[src/rtl/genius_controle_param.sv]
// rtl/genius_controle_param.sv - parametrised control unit for the sequence-memory game
// Owns address, round, lives and a shared in-state timer; all outputs decode the state register.
module genius_controle_param #(
  parameter int ADDR_W   = 4,
  parameter int T_ON     = 500,
  parameter int T_OFF    = 250,
  parameter int T_JOGADA = 5000,
  parameter int VIDAS    = 3
) (
  input  logic              clock,
  input  logic              reset,
  input  logic              iniciar,
  input  logic              jogada_feita,
  input  logic              jogada_correta,
  input  logic [ADDR_W-1:0] nivel_rodadas,
  input  logic              nivel_tempo,
  input  logic              modo_grava,
  output logic [ADDR_W-1:0] endereco,
  output logic [ADDR_W-1:0] rodada,
  output logic [2:0]        vidas,
  output logic              registraR,
  output logic              gravaM,
  output logic              ativa_leds_mem,
  output logic              ativa_leds_jog,
  output logic              toca,
  output logic              vez_jogador,
  output logic              nova_jogada,
  output logic              erro,
  output logic              ganhou,
  output logic              perdeu,
  output logic              timeout,
  output logic              pronto,
  output logic [4:0]        db_estado
);

  localparam int TMAX_A = (T_ON > T_OFF) ? T_ON : T_OFF;
  localparam int TMAX   = (TMAX_A > T_JOGADA) ? TMAX_A : T_JOGADA;
  localparam int TW     = $clog2(TMAX + 1);

  localparam logic [TW-1:0] TON_LAST  = TW'(T_ON - 1);
  localparam logic [TW-1:0] TOFF_LAST = TW'(T_OFF - 1);
  localparam logic [TW-1:0] TJOG_LAST = TW'(T_JOGADA - 1);
  localparam logic [TW-1:0] TJOG_HALF = TW'(T_JOGADA / 2 - 1);

  typedef enum logic [4:0] {
    INICIAL         = 5'h00,
    PREPARA         = 5'h01,
    PAUSA           = 5'h02,
    MOSTRA          = 5'h03,
    INICIO_JOGADA   = 5'h05,
    ESPERA_JOGADA   = 5'h06,
    REGISTRA        = 5'h07,
    FEEDBACK        = 5'h08,
    ERRO_VIDA       = 5'h0A,
    ESPERA_GRAVACAO = 5'h0B,
    GRAVA           = 5'h0C,
    MOSTRA_GRAVACAO = 5'h0D,
    PROXIMA_RODADA  = 5'h0E,
    GANHOU          = 5'h10,
    PERDEU          = 5'h11,
    TIMEOUT         = 5'h12
  } state_t;

  state_t            state_q, state_d;
  logic [ADDR_W-1:0] endereco_q, endereco_d;
  logic [ADDR_W-1:0] rodada_q, rodada_d;
  logic [ADDR_W-1:0] nivel_q, nivel_d;
  logic [2:0]        vidas_q, vidas_d;
  logic              tempo_q, tempo_d;
  logic              grava_q, grava_d;
  logic [TW-1:0]     tmr_q, tmr_d;
  logic              on_last;
  logic [TW-1:0]     jog_last;

  always_ff @(posedge clock or negedge reset) begin
    if (!reset) begin
      state_q    <= INICIAL;
      endereco_q <= '0;
      rodada_q   <= '0;
      nivel_q    <= '0;
      vidas_q    <= 3'(VIDAS);
      tempo_q    <= 1'b0;
      grava_q    <= 1'b0;
      tmr_q      <= '0;
    end else begin
      state_q    <= state_d;
      endereco_q <= endereco_d;
      rodada_q   <= rodada_d;
      nivel_q    <= nivel_d;
      vidas_q    <= vidas_d;
      tempo_q    <= tempo_d;
      grava_q    <= grava_d;
      tmr_q      <= tmr_d;
    end
  end

  always_comb begin
    state_d    = state_q;
    endereco_d = endereco_q;
    rodada_d   = rodada_q;
    nivel_d    = nivel_q;
    vidas_d    = vidas_q;
    tempo_d    = tempo_q;
    grava_d    = grava_q;
    on_last    = (tmr_q == TON_LAST);
    jog_last   = tempo_q ? TJOG_HALF : TJOG_LAST;

    case (state_q)
      INICIAL: if (iniciar) state_d = PREPARA;
      PREPARA: begin
        endereco_d = '0;
        rodada_d   = '0;
        vidas_d    = 3'(VIDAS);
        nivel_d    = nivel_rodadas;
        tempo_d    = nivel_tempo;
        grava_d    = modo_grava;
        state_d    = PAUSA;
      end
      PAUSA: if (tmr_q == TOFF_LAST) state_d = MOSTRA;
      MOSTRA: begin
        if (on_last) begin
          if (endereco_q == rodada_q) begin
            state_d = INICIO_JOGADA;
          end else begin
            endereco_d = endereco_q + ADDR_W'(1);
            state_d    = PAUSA;
          end
        end
      end
      INICIO_JOGADA: begin
        endereco_d = '0;
        state_d    = ESPERA_JOGADA;
      end
      // A press on the last allowed cycle beats the timeout
      ESPERA_JOGADA: begin
        if (jogada_feita)           state_d = REGISTRA;
        else if (tmr_q == jog_last) state_d = TIMEOUT;
      end
      REGISTRA: state_d = FEEDBACK;
      FEEDBACK: begin
        if (on_last) begin
          if (!jogada_correta) begin
            if (vidas_q > 3'd1) begin
              vidas_d = vidas_q - 3'd1;
              state_d = ERRO_VIDA;
            end else begin
              vidas_d = 3'd0;
              state_d = PERDEU;
            end
          end else if (endereco_q < rodada_q) begin
            endereco_d = endereco_q + ADDR_W'(1);
            state_d    = ESPERA_JOGADA;
          end else if (rodada_q == nivel_q) begin
            state_d = GANHOU;
          end else if (grava_q) begin
            endereco_d = endereco_q + ADDR_W'(1);
            state_d    = ESPERA_GRAVACAO;
          end else begin
            state_d = PROXIMA_RODADA;
          end
        end
      end
      ERRO_VIDA: begin
        if (on_last) begin
          endereco_d = '0;
          state_d    = PAUSA;
        end
      end
      ESPERA_GRAVACAO: if (jogada_feita) state_d = GRAVA;
      GRAVA:           state_d = MOSTRA_GRAVACAO;
      MOSTRA_GRAVACAO: if (on_last) state_d = PROXIMA_RODADA;
      PROXIMA_RODADA: begin
        rodada_d   = rodada_q + ADDR_W'(1);
        endereco_d = '0;
        state_d    = grava_q ? INICIO_JOGADA : PAUSA;
      end
      GANHOU, PERDEU, TIMEOUT: if (iniciar) state_d = PREPARA;
      default: state_d = INICIAL;
    endcase

    tmr_d = (state_d != state_q) ? '0 : tmr_q + TW'(1);
  end

  assign endereco       = endereco_q;
  assign rodada         = rodada_q;
  assign vidas          = vidas_q;
  assign db_estado      = state_q;
  assign registraR      = (state_q == REGISTRA);
  assign gravaM         = (state_q == GRAVA);
  assign ativa_leds_mem = (state_q == MOSTRA) || (state_q == MOSTRA_GRAVACAO);
  assign ativa_leds_jog = (state_q == FEEDBACK);
  assign toca           = ativa_leds_mem || ativa_leds_jog;
  assign vez_jogador    = (state_q == ESPERA_JOGADA);
  assign nova_jogada    = (state_q == ESPERA_GRAVACAO);
  assign erro           = (state_q == ERRO_VIDA);
  assign ganhou         = (state_q == GANHOU);
  assign timeout        = (state_q == TIMEOUT);
  assign perdeu         = (state_q == PERDEU) || (state_q == TIMEOUT);
  assign pronto         = ganhou || perdeu;

endmodule

[config.mk]
export PLATFORM = sky130hd
export DESIGN_NAME = genius_controle_param
export DESIGN_NICKNAME = d
export VERILOG_FILES = /design/src/rtl/genius_controle_param.sv
export SDC_FILE = /design/constraint.sdc
export NUM_CORES = 1
export LEC_CHECK = 0
export CAP_MARGIN = 30
export CORE_MARGIN = 3
export CORE_UTILIZATION = 55
export DETAILED_ROUTE_END_ITERATION = 6
export PLACE_DENSITY = 0.81
export SYNTH_ARGS = -nofsm -noshare
export SYNTH_HDL_FRONTEND = slang
export SYNTH_SLANG_ARGS = --single-unit
export TNS_END_PERCENT = 30
[constraint.sdc]
create_clock -name clock -period 3.12 [get_ports clock]
set_input_delay 0.468 -clock clock [delete_from_list [all_inputs] [get_ports clock]]
set_output_delay 0.468 -clock clock [all_outputs]
set_load 0.01 [all_outputs]
==> results of run 1 <==
cell usage after synthesis (2+ instances only):
| cell | instances | area [sq um] |
|---|---|---|
| a21o_1 | 2 | 15.0 |
| a21oi_1 | 8 | 40.0 |
| a22o_1 | 5 | 43.8 |
| a31o_2 | 2 | 17.5 |
| and2_1 | 2 | 12.5 |
| and3_1 | 3 | 18.8 |
| and3b_1 | 2 | 17.5 |
| buf_2 | 2 | 10.0 |
| buf_6 | 2 | 22.5 |
| clkbuf_1 | 5 | 18.8 |
| dfrtp_1 | 33 | 826 |
| dfstp_2 | 2 | 52.6 |
| ha_1 | 10 | 125 |
| inv_1 | 10 | 37.5 |
| mux2_2 | 6 | 67.6 |
| nand2_1 | 25 | 93.8 |
| nand2b_1 | 7 | 43.8 |
| nand3_1 | 13 | 65.1 |
| nand4_1 | 5 | 31.3 |
| nand4bb_1 | 2 | 22.5 |
| nor2_1 | 21 | 78.8 |
| nor2b_1 | 5 | 31.3 |
| nor3_1 | 9 | 45.0 |
| nor3_2 | 10 | 100 |
| nor3b_1 | 3 | 22.5 |
| nor4b_1 | 2 | 17.5 |
| nor4bb_1 | 2 | 20.0 |
| o211ai_1 | 7 | 52.6 |
| o21a_1 | 4 | 30.0 |
| o21ai_0 | 13 | 65.1 |
| o21ai_1 | 3 | 15.0 |
| or2_2 | 2 | 12.5 |
| or3_1 | 6 | 37.5 |
| or3_4 | 2 | 22.5 |
| or4_1 | 3 | 22.5 |
| xnor2_1 | 10 | 87.6 |
| xor2_1 | 7 | 61.3 |
cells by family after synthesis:
kind of cell / after synthesis
mux: 6
fa+ha+maj: 10
compound gates: 62
buf+inv: 23
flops: 35
xor+xnor: 17
simple gates: 134
power by group:
group	internal [mW]	switching, mW	total, mW	leakage [nW]
logic	0.378	0.435	0.813	0.762
clock network	0.173	0.152	0.325	0.0470
registers	0.539	0.120	0.660	0.452
total	1.09	0.708	1.80	1.26
layout by cell type (no fill, tap or decap), drive strengths merged, types with 7 or more instances in the layout:
cell type	instances
clkdlybuf4s50	38
o21ai	16
xnor2	10
buf	8
nor3	19
nor2	21
a21oi	8
nand2b	7
xor2	7
ha	10
or3	8
nand2	25
inv	11
nand3	13
dfrtp	33
o211ai	7
worst max-delay path, stage by stage (launching register included):
cell,delay (ns)
dfrtp_1,0.51
or3b_1,0.50
or3_4,0.40
clkinv_1,0.16
or2_2,0.13
clkdlybuf4s50_1,0.53
registers in the layout, indices dropped and copies added, names as in the netlist:
register   cells
grava_q        1
db_estado      5
nivel_q        4
vidas          3
endereco       4
tmr_q         13
tempo_q        1
rodada         4
stage by stage:
stage / util [%] / setup WS, ns
finish: 70.1 / 0.136
global placement: 68.1 / 0.525
global route: 70.1 / 0.0891
detailed placement: 68.1 / 0.465
CTS: 70.1 / 0.152
floorplan: - / 0.814
how the worst min path moves through the flow:
| stage | from | endpoint | slack (ns) | cells after the start |
|---|---|---|---|---|
| after floorplan | reset | db_estado[0]$_DFF_PN0_ | 0.17 | 0 |
| after global placement | nivel_q[1]$_DFFE_PN0P_ | nivel_q[1]$_DFFE_PN0P_ | 0.51 | 1 |
| after detailed placement | nivel_q[0]$_DFFE_PN0P_ | nivel_q[0]$_DFFE_PN0P_ | 0.52 | 1 |
| after CTS | nivel_q[0]$_DFFE_PN0P_ | nivel_q[0]$_DFFE_PN0P_ | 0.54 | 1 |
| after global routing | nivel_q[1]$_DFFE_PN0P_ | nivel_q[1]$_DFFE_PN0P_ | 0.57 | 1 |
| final | nivel_q[0]$_DFFE_PN0P_ | nivel_q[0]$_DFFE_PN0P_ | 0.53 | 1 |
area by class of cell:
type | count | area [sq um]
multi-input cells | 229 | 1600
fillers | 357 | 1330
flip-flops and latches | 35 | 878
repair buffers | 46 | 440
clock buffers | 6 | 82.6
well taps | 52 | 65.1
inverters | 12 | 45.0
clock inverters | 1 | 5.00
routing by layer:
metal | global-route usage, % | wire, um | vias up
li1 | - | - | 1136
met1 | 32.8 | 2690 | 1093
met2 | 37.2 | 2860 | 81
met3 | 4.32 | 366 | 7
met4 | 5.93 | 58 | 0
met5 | 0 | 0 | -
==> results.py, run 1 <==
metrics = {
    "synth": {
        "synth-simple-area-share_pct": 31.5,
        "synth_top_family_by_area": "simple AND/OR/NAND/NOR gates",
        "mappedNetlistNets": 308,
        "synth-xor-area-share_pct": 5.76,
        "synthAdderAreaFrac_pct": 4.84,
        "avgSynthCellArea_sq_um": 9.01,
        "yosysSeqAreaShare_pct": 34.0,
        "ys_warn_count": 0,
        "ys.flop_type": "dfrtp_1",
        "async_flop_share_pct": 100,
        "synth_edf_count": 0,
        "netlist_instances": 287,
        "synth_cell_types": 69,
        "netlist_area_sq_um": 2580,
        "ys_seq_elements": 35,
        "synthMuxAreaShare_pct": 2.61,
        "synth_compound_area_share_pct": 17.2,
    },
    "hold_path": {
        "min_path_type": "reg2reg",
    },
    "timing": {
        "fin_skew_ns": 0.00775,
        "rsz0062_at_grt": "false",
        "setup_tns_ns": 0,
        "slew_headroom_pct": 41.8,
        "setup_viol": 0,
        "fmax_mhz": 335,
        "fin_crit_ns": 2.98,
        "holdWs_ns": 0.535,
        "hold_violations": 0,
        "fin_crit_sh_pct": 95.6,
        "worst_pin_slew_ns": 0.860,
        "report.final.slew_viol_count": 0,
    },
    "placement": {
        "dpl_cell_area_sq_um": 3030,
        "dp_hpwl_mm": 4.48,
        "gp_congestion": 0.949,
        "dp_cells": 374,
        "portBuffers": 38,
    },
    "power": {
        "finalPower_mw": 1.80,
        "p_per_area_nw_per_um2": 577,
        "vdd_drop_max_mv": 0.352,
        "p_leak_nw": 1.26,
    },
    "clock_network": {
        "cts_setup_buffers": 0,
        "worstSkewPairLatency_ns": 0.28,
        "cts_max_level": 2,
        "ctsHoldBuffers": 0,
        "cts_buffer_depth": 2,
        "cts-root-buf": "clkbuf_8",
        "cts_buffers": 5,
        "cts_tree": "built",
        "cts_num_sinks": 35,
        "clkTransAtPathRegs_ns": 0.07,
        "post_cts_resized": 0,
    },
    "global_route": {
        "grt_antenna_before_repair": 0,
        "grt_max_degree": 36,
        "grt_overflow_total": 0,
        "track_usage_pct": 23.3,
        "grt_first_pass_wirelength_mm": 10.1,
        "grt_pass1_vias": 2108,
    },
    "die": {
        "start_util_pct": 58.2,
        "die_h_um": 74.6,
        "dieArea_sq_um": 5560,
        "core_sq_um": 4440,
        "io_pins": 39,
        "rows": 24,
        "die_x_um": 74.6,
    },
    "drt": {
        "drt_wl_total_mm": 5.98,
        "ant_nets": 0,
        "firstDrtPassIters": 4,
        "drtIter0Drc": 275,
        "drc": 0,
        "post_drt_wl_per_cell_um": 15.7,
        "num_vias": 2317,
        "avgViaCountPerCell": 6.08,
    },
    "layout": {
        "drive_above_1_share_pct": 14.3,
        "nets": 350,
        "area_growth_pct": 20.5,
        "finalNonFillerCells": 381,
        "fin_area_sq_um": 3120,
        "diodes": 0,
    },
    "worst_setup_path": {
        "ff2ff_path_depth": 9,
        "path_max_fanout": 12,
        "reg2reg_slack_ns": 0.54,
        "crit_type": "reg2out",
        "startpoint": "db_estado[3]$_DFF_PN0_",
        "crit_end": "toca",
        "worstSetupEndpointType": "output pin",
        "timing.rr.start": "db_estado[3]$_DFF_PN0_",
        "arrival_ns": 2.52,
        "worstReg2RegEnd": "tmr_q[3]$_DFF_PN0_",
        "start_kind": "flip-flop",
        "required_ns": 2.65,
    },
    "status": {
        "status": "finished clean",
    },
    "job": {
        "drv_cap": 0,
    },
}
Note: power is estimated with default switching activity, not from simulation.
==> run 2, diff against run 1 <==
--- a/config.mk
+++ b/config.mk
@@ -10,6 +10,7 @@
 export CORE_UTILIZATION = 55
 export DETAILED_ROUTE_END_ITERATION = 6
 export PLACE_DENSITY = 0.81
+export SLEW_MARGIN = 20
 export SYNTH_ARGS = -nofsm -noshare
 export SYNTH_HDL_FRONTEND = slang
 export SYNTH_SLANG_ARGS = --single-unit
==> results of run 2 <==
Same layout as run 1: the final DEF is identical, and so are final timing and power.
==> run 3, diff against run 2 <==
--- a/config.mk
+++ b/config.mk
@@ -5,11 +5,12 @@
 export SDC_FILE = /design/constraint.sdc
 export NUM_CORES = 1
 export LEC_CHECK = 0
+export ABC_AREA = 1
 export CAP_MARGIN = 30
 export CORE_MARGIN = 3
-export CORE_UTILIZATION = 55
+export CORE_UTILIZATION = 49
 export DETAILED_ROUTE_END_ITERATION = 6
-export PLACE_DENSITY = 0.81
+export PLACE_DENSITY = 0.78
 export SLEW_MARGIN = 20
 export SYNTH_ARGS = -nofsm -noshare
 export SYNTH_HDL_FRONTEND = slang
==> constraint.sdc (replaced) <==
create_clock -name clock -period 2.7 [get_ports clock]
set_input_delay 0.405 -clock clock [delete_from_list [all_inputs] [get_ports clock]]
set_output_delay 0.405 -clock clock [all_outputs]
set_load 0.01 [all_outputs]
==> run 3 against run 2 <==
  * Sequential cell count did not move
  * Global-route usage is 1.5 points lower
  * Count of clock-buffer cells in the layout did not move
  * Area after synthesis is essentially flat
  * Sequential power up 17%
  * Synthesized cell count rose by 28%
  * Die area is 11% higher
  * Register-to-register slack worse by 0.14 ns
  * Combinational power rose by 45%
  * Routed wire length increased by 4.4%
  * Cell area increased by 1.2%
  * Largest power group unchanged
==> results.py, run 3 <==
metrics = {
    "timing": {
        "fmax_mhz": 397,
        "fin_crit_sh_pct": 93.3,
        "fin_crit_ns": 2.52,
        "report.final.slew_viol_count": 0,
        "worst_pin_slew_ns": 0.574,
        "fin_skew_ns": 0.00499,
        "setup_tns_ns": 0,
        "slew_headroom_pct": 61.3,
        "hold_violations": 0,
        "setup_viol": 0,
        "rsz0062_at_grt": "false",
    },
    "power": {
        "p_int_mw": 1.30,
        "p_per_area_nw_per_um2": 754,
        "combinationalPowerShare_pct": 49.7,
        "p_leak_nw": 1.49,
        "finalPower_mw": 2.38,
        "p_sw_mw": 1.08,
        "switching_share_pct": 45.4,
        "p_seq_share_pct": 32.4,
        "p_clk_share_pct": 17.8,
        "vdd_drop_max_mv": 0.402,
    },
    "synth": {
        "netlist_instances": 368,
        "synth_top_area_cell": "dfrtp_1",
        "synth.area.top_cells": "dfrtp_1 32%, nand2_1 14%, inv_1 6.8%",
        "ys.flop_type": "dfrtp_1",
        "synthTopCellsByCount": "95 x nand2_1, 47 x inv_1, 37 x nor2_1",
        "synth_cell_types": 30,
        "yosysSeqAreaShare_pct": 34.0,
        "ys_warn_count": 0,
        "yosysMostFrequentCell": "nand2_1",
        "async_flop_share_pct": 100,
        "avgSynthCellArea_sq_um": 7.02,
        "mappedNetlistNets": 389,
        "synth_edf_count": 0,
        "yosysTopAreaCellShare_pct": 32.0,
        "netlist_area_sq_um": 2580,
        "ys_seq_elements": 35,
    },
    "die": {
        "io_pins": 39,
        "start_util_pct": 52.6,
        "core_sq_um": 4910,
        "die_x_um": 78.6,
        "die_h_um": 78.6,
        "dieArea_sq_um": 6180,
        "rows": 25,
    },
    "placement": {
        "portBuffers": 38,
        "gp_congestion": 0.978,
        "dp_cells": 473,
        "dpl_cell_area_sq_um": 3050,
        "dp_hpwl_mm": 4.77,
    },
    "global_route": {
        "track_usage_pct": 21.8,
        "grt_antenna_before_repair": 0,
        "grt_pass1_vias": 2291,
        "grt_first_pass_wirelength_mm": 10.7,
        "grt_overflow_total": 0,
        "grt_max_degree": 36,
    },
    "worst_setup_path": {
        "worstReg2RegEnd": "tmr_q[1]$_DFF_PN0_",
        "start_kind": "flip-flop",
        "reg2reg_slack_ns": 0.40,
        "required_ns": 2.30,
        "arrival_ns": 2.11,
        "worstSetupEndpointType": "output pin",
        "timing.rr.start": "rodada[1]$_DFFE_PN0P_",
        "startpoint": "db_estado[2]$_DFF_PN0_",
        "ff2ff_path_depth": 16,
        "path_max_fanout": 7,
        "crit_type": "reg2out",
        "crit_end": "registraR",
    },
    "layout": {
        "final_cell_mix": "95 x nand2_1, 47 x inv_1, 38 x clkdlybuf4s50_1",
        "drive_above_1_share_pct": 14.3,
        "area_growth_pct": 22.1,
        "final_common_cell": "nand2_1",
        "fin_area_sq_um": 3150,
        "largest_register_ffs": 13,
        "largest_register": "tmr_q",
        "num-fill-cells": 459,
        "nets": 434,
        "finalNonFillerCells": 481,
        "diodes": 0,
    },
    "drt": {
        "firstDrtPassIters": 4,
        "ant_nets": 0,
        "drt_wl_total_mm": 6.24,
        "post_drt_wl_per_cell_um": 13.0,
        "num_vias": 2445,
        "avgViaCountPerCell": 5.08,
        "drtIter0Drc": 168,
        "drc": 0,
    },
    "clock_network": {
        "cts_buffer_depth": 2,
        "cts_max_level": 2,
        "cts_tree": "built",
        "cts_buffers": 5,
        "cts_num_sinks": 35,
        "worstSkewPairLatency_ns": 0.30,
        "cts-root-buf": "clkbuf_8",
        "cts_setup_buffers": 0,
        "clkTransAtPathRegs_ns": 0.08,
    },
    "status": {
        "status": "finished clean",
    },
    "hold_path": {
        "min_path_type": "reg2reg",
    },
    "job": {
        "drv_cap": 0,
    },
}
[run 3: changes by cell type after synthesis, sizes merged, moves of 7 or more]
cell    previous run  this run
nand2             25       100
inv               11        56
nor2              21        63
nand3             13        32
nor3              19         8
or3                8         0
nand2b             7         0
o211ai             7         0
[run 3: power by group through the flow]
stage                     clock network [mW]  logic, mW  registers [mW]
after floorplan                            0      0.818           0.780
after global placement                     0       1.14           0.776
after detailed placement                   0       1.16           0.780
after CTS                              0.432       1.16           0.771
after global routing                   0.470       1.34           0.795
final                                  0.424       1.18           0.771
[run 3: routing by layer]
metal	GRT usage, %	routed length [um]	share of wire (%)
met2	34.9	2790	45
met3	5.50	418	6.7
met5	0	0	0
met1	29.1	2940	47
met4	6.12	89	1.4
[run 3: worst min path at each step]
stage                                  start                endpoint  slack (ns)  depth (start not counted)
after floorplan                        reset  db_estado[0]$_DFF_PN0_        0.11                          0
after global placement    tmr_q[0]$_DFF_PN0_      tmr_q[0]$_DFF_PN0_        0.47                          1
after detailed placement  tmr_q[0]$_DFF_PN0_      tmr_q[0]$_DFF_PN0_        0.49                          1
after CTS                 tmr_q[0]$_DFF_PN0_      tmr_q[0]$_DFF_PN0_        0.50                          1
after global routing      tmr_q[0]$_DFF_PN0_      tmr_q[0]$_DFF_PN0_        0.55                          1
final                     tmr_q[0]$_DFF_PN0_      tmr_q[0]$_DFF_PN0_        0.50                          1
[run 3: per-stage QoR]
step	utilization [%]	setup WS (ns)	hold slack, ns
after global placement	62.0	0.353	0.473
after floorplan	-	0.686	0.109
after CTS	64.1	0.190	0.502
after global routing	64.2	0.0152	0.547
final	64.2	0.181	0.498
after detailed placement	62.0	0.282	0.492
[run 3: cell type report]
class	count	area, sq um	area share (%)
tap	67	83.8	2.66
sequential	35	878	27.9
multi-input combinational	274	1480	47.0
timing repair buffer	40	395	12.5
inverter	57	214	6.79
clock inverter	2	16.3	0.516
clock buffer	6	82.6	2.62
[run 3: kinds of logic (layout without fill, tap and decap cells)]
kind of cell / Yosys count / in the layout / share of synthesized area (%)
AO/OA/AOI/OAI: 35 / 35 / 7.41
XOR/XNOR: 15 / 15 / 5.09
adder cells (fa/ha/maj): 10 / 10 / 4.84
buffers and inverters: 59 / 105 / 8.87
flip-flops: 35 / 35 / 34.0
AND/OR/NAND/NOR: 214 / 214 / 39.8
[run 3: timing repair]
item	in CTS	in global routing
hold buffers	0	0
setup endpoints to repair	0	1
gates resized for setup	0	1
[run 3: worst max-delay path, stage by stage, from the launching register on]
cell and delay (ns):
dfrtp_1 0.56, inv_2 0.13, nor3_2 0.32, nand2_1 0.18, inv_1 0.09, clkdlybuf4s50_1 0.53
